===== config.mk =====
export PLATFORM = sky130hd
export DESIGN_NAME = servant_uart_rx
export DESIGN_NICKNAME = d
export VERILOG_FILES = /design/src/rtl/servant_uart_rx_pkg.sv /design/src/rtl/servant_uart_rx_fifo.sv /design/src/rtl/servant_uart_rx.sv
export SDC_FILE = /design/constraint.sdc
export NUM_CORES = 1
export LEC_CHECK = 0
export BUFFER_PORTS_ARGS = -buffer_cell sky130_fd_sc_hd__buf_2
export CORE_MARGIN = 2
export CORE_UTILIZATION = 33
export DETAILED_ROUTE_END_ITERATION = 12
export MAX_ROUTING_LAYER = met4
export PLACE_DENSITY_LB_ADDON = 0.3
export SLEW_MARGIN = 20
export SYNTH_ARGS = -nofsm -noshare
export SYNTH_HDL_FRONTEND = slang
export SYNTH_SLANG_ARGS = --single-unit

===== constraint.sdc =====
create_clock -name wb_clk -period 2.7 [get_ports wb_clk]
set_input_delay 0 -clock wb_clk [delete_from_list [all_inputs] [get_ports wb_clk]]
set_output_delay 0 -clock wb_clk [all_outputs]
set_load 0.02 [all_outputs]

===== src/rtl/servant_uart_rx_pkg.sv =====
// servant_uart_pkg: shared FSM state type, register indices and STATUS bit positions for the UART receiver
package servant_uart_pkg;
  typedef enum logic [2:0] {IDLE, START, DATA, STOP, WAIT_HIGH} state_t;
  localparam logic REG_DATA   = 1'b0;
  localparam logic REG_STATUS = 1'b1;
  localparam int ST_VALID = 0;
  localparam int ST_OVR   = 1;
  localparam int ST_FERR  = 2;
  localparam int ST_FULL  = 3;
endpackage


===== src/rtl/servant_uart_rx_fifo.sv =====
// servant_uart_rx_fifo: synchronous FIFO; a push while full succeeds when a pop happens in the same cycle
module servant_uart_rx_fifo #(
  parameter int depth = 4
) (
  input  logic       clk,
  input  logic       rst,
  input  logic       i_push,
  input  logic       i_pop,
  input  logic [7:0] i_data,
  output logic [7:0] o_data,
  output logic       o_empty,
  output logic       o_full
);
  localparam int AW = $clog2(depth);
  logic [7:0]  r_mem [depth];
  logic [AW:0] r_wp, r_rp;
  logic        w_wr, w_rd;
  assign o_empty = r_wp == r_rp;
  assign o_full  = (r_wp[AW] != r_rp[AW]) && (r_wp[AW-1:0] == r_rp[AW-1:0]);
  assign w_wr    = i_push & (~o_full | i_pop);
  assign w_rd    = i_pop & ~o_empty;
  assign o_data  = r_mem[r_rp[AW-1:0]];
  always_ff @(posedge clk) begin
    if (rst) begin
      r_wp <= '0;
      r_rp <= '0;
    end else begin
      if (w_wr) r_wp <= r_wp + 1'b1;
      if (w_rd) r_rp <= r_rp + 1'b1;
    end
  end
  always_ff @(posedge clk)
    if (w_wr) r_mem[r_wp[AW-1:0]] <= i_data;
endmodule


===== src/rtl/servant_uart_rx.sv =====
// servant_uart_rx: 8N1 serial receiver with a Wishbone DATA/STATUS slave; define
// SERVANT_UART_RX_FIFO_EN to replace the single holding register with a FIFO
module servant_uart_rx
  import servant_uart_pkg::*;
#(
  parameter int clks_per_bit = 87,
  parameter int fifo_depth   = 4
) (
  input  logic        wb_clk,
  input  logic        wb_rst,
  input  logic        i_rx,
  input  logic        i_wb_adr,
  input  logic [31:0] i_wb_dat,
  input  logic        i_wb_we,
  input  logic        i_wb_cyc,
  output logic [31:0] o_wb_rdt,
  output logic        o_wb_ack,
  output logic        o_irq
);
  localparam logic [15:0] HALF = 16'(clks_per_bit / 2 - 1);
  localparam logic [15:0] FULL = 16'(clks_per_bit - 1);
  state_t      r_state;
  logic [1:0]  r_sync;
  logic [15:0] r_cnt;
  logic [2:0]  r_bitidx;
  logic [7:0]  r_shreg;
  logic        r_ovr, r_ferr, r_ack;
  logic [31:0] r_rdt;
  logic        w_rx, w_push, w_ferr_set, w_ovr_set, w_req, w_pop, w_valid, w_full;
  logic [1:0]  w_clr;
  logic [7:0]  w_head;
  logic [31:0] w_status;
  logic        w_unused;
  assign w_unused   = ^{i_wb_dat[31:3], i_wb_dat[0]};
  assign w_rx       = r_sync[1];
  assign w_push     = (r_state == STOP) && (r_cnt == '0) && w_rx;
  assign w_ferr_set = (r_state == STOP) && (r_cnt == '0) && !w_rx;
  assign w_req      = i_wb_cyc & ~r_ack;
  assign w_pop      = w_req & ~i_wb_we & (i_wb_adr == REG_DATA) & w_valid;
  assign w_clr      = {2{w_req & i_wb_we & (i_wb_adr == REG_STATUS)}} & i_wb_dat[2:1];
  always_ff @(posedge wb_clk) begin
    if (wb_rst) begin
      r_sync   <= 2'b11;
      r_state  <= IDLE;
      r_cnt    <= '0;
      r_bitidx <= '0;
      r_shreg  <= '0;
    end else begin
      r_sync <= {r_sync[0], i_rx};
      case (r_state)
        IDLE: if (!w_rx) begin
          r_cnt   <= HALF;
          r_state <= START;
        end
        START: if (r_cnt != '0) r_cnt <= r_cnt - 16'd1;
        else if (!w_rx) begin
          r_cnt    <= FULL;
          r_bitidx <= '0;
          r_state  <= DATA;
        end else r_state <= IDLE;
        DATA: if (r_cnt != '0) r_cnt <= r_cnt - 16'd1;
        else begin
          r_shreg  <= {w_rx, r_shreg[7:1]};
          r_cnt    <= FULL;
          r_bitidx <= r_bitidx + 3'd1;
          if (r_bitidx == 3'd7) r_state <= STOP;
        end
        STOP: if (r_cnt != '0) r_cnt <= r_cnt - 16'd1;
        else r_state <= w_rx ? IDLE : WAIT_HIGH;
        WAIT_HIGH: if (w_rx) r_state <= IDLE;
        default: r_state <= IDLE;
      endcase
    end
  end
`ifdef SERVANT_UART_RX_FIFO_EN
  logic w_empty;
  servant_uart_rx_fifo #(.depth(fifo_depth)) u_fifo (
    .clk(wb_clk), .rst(wb_rst), .i_push(w_push), .i_pop(w_pop), .i_data(r_shreg),
    .o_data(w_head), .o_empty(w_empty), .o_full(w_full)
  );
  assign w_valid   = ~w_empty;
  assign w_ovr_set = w_push & w_full & ~w_pop;
`else
  localparam int unused_depth = fifo_depth;
  logic [7:0] r_hold;
  logic       r_valid;
  always_ff @(posedge wb_clk) begin
    if (wb_rst) begin
      r_hold  <= '0;
      r_valid <= 1'b0;
    end else if (w_push && (!r_valid || w_pop)) begin
      r_hold  <= r_shreg;
      r_valid <= 1'b1;
    end else if (w_pop) r_valid <= 1'b0;
  end
  assign w_head    = r_hold;
  assign w_valid   = r_valid;
  assign w_full    = 1'b0;
  assign w_ovr_set = w_push & r_valid & ~w_pop;
`endif
  always_comb begin
    w_status           = '0;
    w_status[ST_VALID] = w_valid;
    w_status[ST_OVR]   = r_ovr;
    w_status[ST_FERR]  = r_ferr;
    w_status[ST_FULL]  = w_full;
  end
  // a new error event wins over a same-cycle write-1-to-clear
  always_ff @(posedge wb_clk) begin
    if (wb_rst) begin
      r_ovr  <= 1'b0;
      r_ferr <= 1'b0;
      r_ack  <= 1'b0;
      r_rdt  <= '0;
    end else begin
      r_ovr  <= (r_ovr & ~w_clr[0]) | w_ovr_set;
      r_ferr <= (r_ferr & ~w_clr[1]) | w_ferr_set;
      r_ack  <= w_req;
      if (w_req && !i_wb_we) r_rdt <= (i_wb_adr == REG_STATUS) ? w_status : {24'h0, w_head};
    end
  end
  assign o_wb_ack = r_ack;
  assign o_wb_rdt = r_rdt;
  assign o_irq    = w_valid;
endmodule

======== After elaboration in Yosys (flattened, before gate mapping) ========
Index checks and enable logic that the tools add are counted.
cells by class
  reductions and logical operators ........ 19
  multiplexer cells ....................... 22
  add/subtract/negate cells ............... 2
  bitwise operators ....................... 20
  equal/unequal tests ..................... 14
operators by type and width
  operator                 count
  $mux W16                 5
  $pmux W16 S4             1
  $mux W3                  10
  $logic_not A16 Y1        1
  $reduce_bool A16 Y1      1
  $sub A16 B1 Y16 const B  1
  $pmux W3 S5              1
  $ne A2 B2 Y1 const B     7
  $and A1 B1 Y1            10
  $mux W8                  1
  $reduce_and A4 Y1        2
  $not A1 Y1               7
  $eq A3 B2 Y1 const B     2
  $eq A3 B3 Y1 const B     2
  $pmux W3 S2              1
  $reduce_and A6 Y1        1
  $logic_and A1 B1 Y1      5
  $reduce_bool A2 Y1       2
  $reduce_bool A4 Y1       1
  $add A3 B1 Y3 const B    1
  $eq A3 B1 Y1 const B     1
  $logic_not A1 Y1         3
  $logic_not A3 Y1         1
  $ne A3 B3 Y1 const B     1
  7 further kinds          9
storage, ports and cells
  bits in registers ....................... 76
  bits of input ports ..................... 38
  output and inout bits ................... 34

======== Longest topological paths before layout ========
Gate-level depths: netlist of run 1.
  depth in word-level cells ............... 8
  gate-level depth with buffers ........... 9
  depth with buffers taken out ............ 7

======== Least setup slack after synthesis of run 1 ========
Ideal clock, no wire load.
  path kind ............................... register to register
  from .................................... register r_cnt[0]
  to ...................................... register r_shreg[7]
  slack ................................... 299 ps
  cell stages (with the launch flop) ...... 10
  period minus slack after synthesis ...... 2401 ps
  arrival time ............................ 2273 ps
  cell sequence ........................... dfxtp_1 > inv_1 > ha_1 > or3b_2 > or4_4 > buf_6 > nor3b_2 > buf_4 > mux2i_1 > nor2_1
between the ends
  longest elaborated chain between the ends .. 3
RTL lines
  item                                line                   RTL
  start: declaration                  servant_uart_rx.sv:24  logic [15:0] r_cnt;
  start signal: assignment            servant_uart_rx.sv:55  START: if (r_cnt != '0) r_cnt <= r_cnt - 16'd1;
  start signal: assignment            servant_uart_rx.sv:61  DATA: if (r_cnt != '0) r_cnt <= r_cnt - 16'd1;
  start signal: assignment            servant_uart_rx.sv:68  STOP: if (r_cnt != '0) r_cnt <= r_cnt - 16'd1;
  $reduce_bool A16 Y1                 servant_uart_rx.sv:61
  $not A1 Y1 (no source line)         -
  $reduce_and A2 Y1 (no source line)  -
  end signal: assignment              servant_uart_rx.sv:63  r_shreg <= {w_rx, r_shreg[7:1]};
  end: declaration                    servant_uart_rx.sv:26  logic [7:0] r_shreg;
No other way between the ends.
A chain may end at the register's enable or synchronous reset.

======== Worst setup path after layout of run 1 ========
  from .................................... register r_cnt[1]
  to ...................................... register r_state[0]
between the ends
  longest elaborated chain between the ends .. 3
  elaborated cells on any way between the ends .. 5
  classes of those cells .................. eq/ne (3); reduce/logical (2)
RTL lines
  item                                  line                                                                 RTL
  $reduce_bool A16 Y1 *                 servant_uart_rx.sv:55, servant_uart_rx.sv:61, servant_uart_rx.sv:68
  $ne A2 B2 Y1 (no source line)         -
  $reduce_and A6 Y1 (no source line) *  -
  end signal: assignment                servant_uart_rx.sv:69                                                else r_state <= w_rx ? IDLE : WAIT_HIGH;
  end: declaration                      servant_uart_rx.sv:22                                                state_t r_state;
Mark *: on every way between the ends. The rest lies on a longest branch, timed or not.

==> metrics, run 1 <==
DR iter-0 viols=32; # IOs=72; pin count of the biggest net entering global routing=23; status=finished, final reports clean; Worst-Skew Late Latency=300 ps; post-synthesis mux area share=0.09901; Crit path required time=2890 ps; wirelength, routed=5045 microns; EDFF count, synth=0; CP Capture Type=flip-flop; slowest stage delay, CP=580 ps; Relative slew margins=0.6253; Slew @ Worst Pin=560.0 ps; Final period util=0.9287; Fillers=824; FP Rows=32; TritonCTS Buffers=5; WHS=41.31 ps; Num Clock Sinks=52; total core area=7727 sq um; detailed placer's ending HPWL=3573 microns; RSZ-0062 raised after global routing=false; Post-Syn Instances=296; Initial Util=0.3418; ys flop type=dfxtp_1; Post-synth ARST share=0; FF-to-FF path depth=8; Post-Synth XOR/XNOR Area=0.02984; VDD IR max=286.4 uV; Hold Crit Endpoint=r_ferr; max-cap violation count=0; post-synthesis adder-cell area fraction=0.01895; skew final=9.364 ps; Crit-path slowest cell=or4_4; All-Layer GR Usage=0.1285; min Tclk post-route=2508 ps; Min-Delay Path Class=in -> reg; Worst Path Buf+Inv=2; clock slew seen by the registers of the worst setup and hold paths=90 ps; CTS tree=done; Critical R2R Launch=r_cnt[1]; initial antenna violation count=0; Placer Congestion=0.8521; CTS root buf=clkbuf_8; Max Root-Sink Buffers=2; FF+latch count, synth=52; H-tree levels=2; Vias=2019; chip height=93.47 microns; NumNets Final=359; compound-cell area share of the yosys netlist=0.1203; Final ANT Viol Nets=0; Synth Cell Area=2641 sq um; Max FO, Critical Path=5; Die Footprint=8736 sq um; Setup Viol. Count Final=0; Reg2Reg Setup Slack=190 ps; main combinational cell family by area after synthesis=simple AND/OR/NAND/NOR gates; worst hold start=i_wb_dat[2]; worst path cell trace=inv_2, ha_1, or3b_2, or4_4, buf_4, o21ai_0, mux2i_1, nor2_1; sequential area share after synthesis=0.3941; Simple-Gate Fraction of Synth Area=0.2307; WL per Instance=12.01 microns; reg2reg end=r_state[0]; Fin. Hold Viols=0; TritonRoute pass-1 iters=4; Synth warnings=0; critical path's top delay family=simple AND/OR/NAND/NOR gates; layout cells sized above 1=0.1509; vias per inst=4.807; crit path launch type=flip-flop; gr ovfl total=0; post-synthesis cell type count=51; Crit path arrival time=2690 ps; Area growth, synth to finish=8.858%; IO Port Bufs=17; ant diodes=0; max frequency=398.8 MHz; power density cells=853.1 nW/um^2; first-pass GRT wire length=8907 microns; leakage=1.206 nW; drt drc=0; die width=93.47 microns; fin. max-slew vios=0; Setup TNS Final=0 ps; Crit Path Class=reg -> reg; Avg Cell Area, Syn=8.923 sq um; WHS Path Cells=4; vias in the first global route=1904
## layout make-up
class / instances / area [sq um] / share of cell area
Clock inverter: 2 / 16.27 / 0.005657
Inverter: 6 / 22.52 / 0.007833
Multi-Input combinational cell: 222 / 1408 / 0.4896
Clock buffer: 6 / 72.57 / 0.02524
Tap cell: 102 / 127.6 / 0.04439
Timing Repair Buffer: 30 / 187.7 / 0.06527
Sequential cell: 52 / 1041 / 0.3621
## cell usage after synthesis (2+ instances only)
cell type | instances | area [sq um]
o21ai_0 | 8 | 40.04
nand2_1 | 3 | 11.26
or3b_2 | 2 | 17.52
or2_2 | 2 | 12.51
xor2_1 | 7 | 61.31
or4_1 | 5 | 37.54
xnor2_1 | 2 | 17.52
a22o_1 | 2 | 17.52
nor4_1 | 6 | 37.54
mux2i_1 | 25 | 250.2
inv_1 | 6 | 22.52
clkbuf_1 | 9 | 33.78
buf_1 | 2 | 7.510
a21oi_1 | 20 | 100.1
nand4_1 | 2 | 12.51
or3_1 | 2 | 12.51
buf_6 | 2 | 22.52
o211ai_1 | 3 | 22.52
dfxtp_1 | 52 | 1041
nor3_1 | 12 | 60.06
a211oi_1 | 5 | 37.54
nor2_1 | 50 | 187.7
buf_4 | 25 | 187.7
nor2b_1 | 4 | 25.02
ha_1 | 4 | 50.05
nand3_1 | 2 | 10.01
nor3b_1 | 10 | 75.07
## cell usage in the layout (no fill, tap or decap), types with 3 or more instances in the layout
master and count:
a21oi_1 20, o211ai_1 3, clkbuf_8 5, mux2i_1 25, xor2_1 7, a211oi_1 5, o21ai_0 8, nor3_1 12
nor4_1 6, buf_2 17, nor2b_1 4, nor3b_1 10, nand2_1 3, ha_1 4, nor2_1 50, buf_4 11
conb_1 24, dfxtp_1 52, or4_1 5, inv_1 5
## sequential cells by signal, indices dropped and copies added (netlist names)
name / cells
o_wb_rdt: 8
r_state: 3
r_shreg: 8
r_cnt: 16
r_ferr: 1
r_hold: 8
r_bitidx: 3
r_ovr: 1
r_sync: 2
o_wb_ack: 1
o_irq: 1
## power by group
| group | leakage [nW] | internal, mW | switching (mW) | total, mW |
|---|---|---|---|---|
| Sequential | 0.422 | 0.849 | 0.103 | 0.952 |
| Combinational | 0.743 | 0.451 | 0.605 | 1.06 |
| Clock | 0.0414 | 0.185 | 0.260 | 0.445 |
| Total | 1.21 | 1.49 | 0.968 | 2.45 |
## cells by family (layout without fill, tap and decap cells)
kind of cell / count (synthesis) / count (layout)
compound gates: 48 / 48
other cells: 1 / 24
mux: 26 / 26
buf+inv: 45 / 44
fa+ha+maj: 4 / 4
flops: 52 / 52
xor+xnor: 9 / 9
simple gates: 111 / 111
## stage by stage
stage                     total power, mW  instances  worst slack, ps    util  instance area [sq um]
after floorplan                     1.801        319            299.5       -                   2728
after global placement              1.968        408            155.3  0.3561                   2751
after detailed placement            1.978        408            145.9  0.3561                   2751
after CTS                           2.438        418            131.7  0.3701                   2860
after global routing                2.635        420            9.035  0.3721                   2875
final                               2.453        420            192.5  0.3721                   2875
## repair_timing
item                       4_1_cts  5_1_grt
buffers inserted                 0        2
setup endpoints to repair        0        3
resized for setup                0        1
hold endpoints to repair         2        0
hold buffers                     2        0
## worst reg2reg max path, stage by stage (launching register included)
cell	delay (ps)
dfxtp_1	360
inv_2	100
ha_1	160
or3b_2	500
or4_4	580
buf_4	180
o21ai_0	250
mux2i_1	220
nor2_1	50
## how the worst max path moves through the flow
stage | startpoint | to | slack [ps] | cells after the start
after floorplan | r_cnt[0] | r_shreg[7] | 300 | 9
after global placement | r_cnt[1] | r_cnt[2] | 160 | 7
after detailed placement | r_cnt[1] | r_cnt[2] | 150 | 7
after CTS | r_cnt[1] | r_cnt[2] | 130 | 7
after global routing | r_cnt[1] | r_cnt[2] | 9 | 7
final | r_cnt[1] | r_state[0] | 190 | 8
## metal layers
| metal | track usage | routed length [microns] |
|---|---|---|
| met3 | 0.02659 | 140 |
| met5 | - | 0 |
| met1 | 0.1593 | 2429 |
| met2 | 0.2140 | 2422 |
| met4 | 0.03309 | 52 |
Power figures use the tool's default switching activity.
==> run 2, diff against run 1 <==
--- a/config.mk
+++ b/config.mk
@@ -6,7 +6,7 @@
 export NUM_CORES = 1
 export LEC_CHECK = 0
 export BUFFER_PORTS_ARGS = -buffer_cell sky130_fd_sc_hd__buf_2
-export CORE_MARGIN = 2
+export CORE_MARGIN = 4
 export CORE_UTILIZATION = 33
 export DETAILED_ROUTE_END_ITERATION = 12
 export MAX_ROUTING_LAYER = met4
==> metrics, run 2 (synthesized netlist as in run 1, its figures left out) <==
vias in the first global route=1916 (was 1904); critical path's top delay family=simple AND/OR/NAND/NOR gates (unchanged); most frequent cells in the layout=dfxtp_1 (52), nor2_1 (50), mux2i_1 (25) (unchanged); Setup TNS Final=0 ps (unchanged); Critical R2R Launch=r_cnt[1] (unchanged); Die Footprint=9499 sq um (was 8736 sq um); Cell Area, Placed=2744 sq um (was 2751 sq um); IO Port Bufs=17 (unchanged); All-Layer GR Usage=0.1097 (was 0.1285); Final period util=0.9301 (was 0.9287); Crit path arrival time=2680 ps (was 2690 ps); Setup Viol. Count Final=0 (unchanged); Fin. Hold Viols=0 (unchanged); Min-Delay Path Class=in -> reg (unchanged); most common cell after layout, fill and taps aside=dfxtp_1 (unchanged); worst path cell trace=inv_2, ha_1, or3b_2, or4_4, nor3b_2, buf_4, mux2i_1, nor2_1 (was inv_2, ha_1, or3b_2, or4_4, buf_4, o21ai_0, mux2i_1, nor2_1); GRT met3 Usage=0.02154 (was 0.02659); Worst Path Buf+Inv=2 (unchanged); Hold Crit Endpoint=r_ferr (unchanged); status=finished, final reports clean (unchanged); CTS root buf=clkbuf_8 (unchanged); Largest register FFs=16 (unchanged); crit path launch type=flip-flop (unchanged); RSZ-0062 raised after global routing=false (unchanged); slowest stage delay, CP=590 ps (was 580 ps); Crit Path Class=reg -> reg (unchanged); Num Clock Sinks=52 (unchanged); min Tclk post-route=2511 ps (was 2508 ps); GRT met2 Usage=0.1803 (was 0.2140); Slew @ Worst Pin=756.7 ps (was 560.0 ps); Final ANT Viol Nets=0 (unchanged); fin util=0.3673 (was 0.3721); layer carrying the most global-route usage=met2 (unchanged); die width=97.47 microns (was 93.47 microns); Worst-Skew Late Latency=310 ps (was 300 ps); Placer Congestion=0.8173 (was 0.8521); Max Root-Sink Buffers=2 (unchanged); pin count of the biggest net entering global routing=44 (was 23); WHS Path Cells=4 (unchanged); chip height=97.47 microns (was 93.47 microns); NumNets Final=356 (was 359); CTS tree=done (unchanged); vias per inst=4.772 (was 4.807); # IOs=72 (unchanged); Max FO, Critical Path=6 (was 5); Post-Layout Inst Area=2853 sq um (was 2875 sq um); CP Capture Type=flip-flop (unchanged); drt drc=0 (unchanged); skew final=9.667 ps (was 9.364 ps); detailed placer's ending HPWL=3574 microns (was 3573 microns); max frequency=398.2 MHz (was 398.8 MHz); WL per Instance=12.02 microns (was 12.01 microns); initial antenna violation count=0 (unchanged); TritonCTS Buffers=5 (unchanged); wirelength, routed=5013 microns (was 5045 microns); max-cap violation count=0 (unchanged); DP Worst Slack=122.7 ps (was 145.9 ps); FP Rows=32 (unchanged); postcts setup bufs=0 (unchanged); WHS=38.62 ps (was 41.31 ps); FF-to-FF path depth=8 (unchanged); final worst slack=188.7 ps (was 192.5 ps); H-tree levels=2 (unchanged); Vias=1990 (was 2019); Reg2Reg Setup Slack=190 ps (about the same); VDD IR max=325.5 uV (was 286.4 uV); Largest Register=r_cnt (unchanged); fin. max-slew vios=0 (unchanged); Relative slew margins=0.4955 (was 0.6253); GR Layer Usage met1=0.1340 (was 0.1593); reg2reg end=r_shreg[5] (was r_state[0]); Crit-path slowest cell=or4_4 (unchanged); TritonRoute pass-1 iters=4 (unchanged); leakage=1.191 nW (was 1.206 nW); layout cells sized above 1=0.1429 (was 0.1509); worst hold start=i_wb_dat[2] (unchanged); clock slew seen by the registers of the worst setup and hold paths=100 ps (was 90 ps); gr ovfl total=0 (unchanged); DR iter-0 viols=37 (was 32); ant diodes=0 (unchanged); Area growth, synth to finish=8.006% (was 8.858%); power density cells=844.6 nW/um^2 (was 853.1 nW/um^2); first-pass GRT wire length=8562 microns (was 8907 microns); total core area=7767 sq um (was 7727 sq um); Initial Util=0.3400 (was 0.3418); Crit path required time=2870 ps (was 2890 ps)
==> run 2: cell count changes in the layout (fill, tap and decap cells not counted), sizes merged <==
cell and delta:
buf -3
==> run 2: worst max-delay path by stage <==
stage,from,end,slack (ps),depth (start not counted)
finish,r_cnt[1],r_shreg[5],190,8
global route,r_cnt[1],r_shreg[5],40,8
CTS,r_cnt[1],r_shreg[5],110,8
detailed placement,r_cnt[1],r_cnt[2],120,7
global placement,r_cnt[1],r_shreg[5],140,8
floorplan,r_cnt[0],r_shreg[7],300,9
==> run 2: worst register-to-register path, delay by kind of cell (launching register included) <==
family        cells  cell delay, ps
fa+ha+maj         1             160
buf+inv           2             280
mux               1             180
simple gates      4            1380
flops             1             370
==> run 2: power breakdown <==
| part | switching [mW] | internal [mW] | total, mW |
|---|---|---|---|
| clock | 0.257 | 0.185 | 0.441 |
| combinational | 0.591 | 0.425 | 1.02 |
| sequential | 0.104 | 0.849 | 0.953 |
==> run 2: timing repair <==
action,CTS,global route
endpoints found under the setup margin,0,5
hold buffers,2,0
endpoints found under the hold margin,2,0
gates resized for setup,0,1
==> run 2: routing by layer <==
| metal | routed length (microns) | up-vias |
|---|---|---|
| li1 | - | 1026 |
| met4 | 74 | 0 |
| met5 | 0 | - |
| met2 | 2329 | 31 |
| met1 | 2457 | 925 |
| met3 | 152 | 8 |
==> run 2: stage by stage <==
stage                     instances  total power, mW
after floorplan                 319            1.801
after global placement          407            1.968
after detailed placement        407            1.972
after CTS                       417            2.429
after global routing            417            2.586
final                           417            2.410
==> run 2: cell type report <==
cell class,count,area (sq um)
Timing Repair Buffer,27,165.2
Inverter,6,22.52
Sequential cell,52,1041
Multi-Input combinational cell,222,1408
Clock inverter,2,16.27
Fill cell,801,4915
Clock buffer,6,72.57
Tap cell,102,127.6
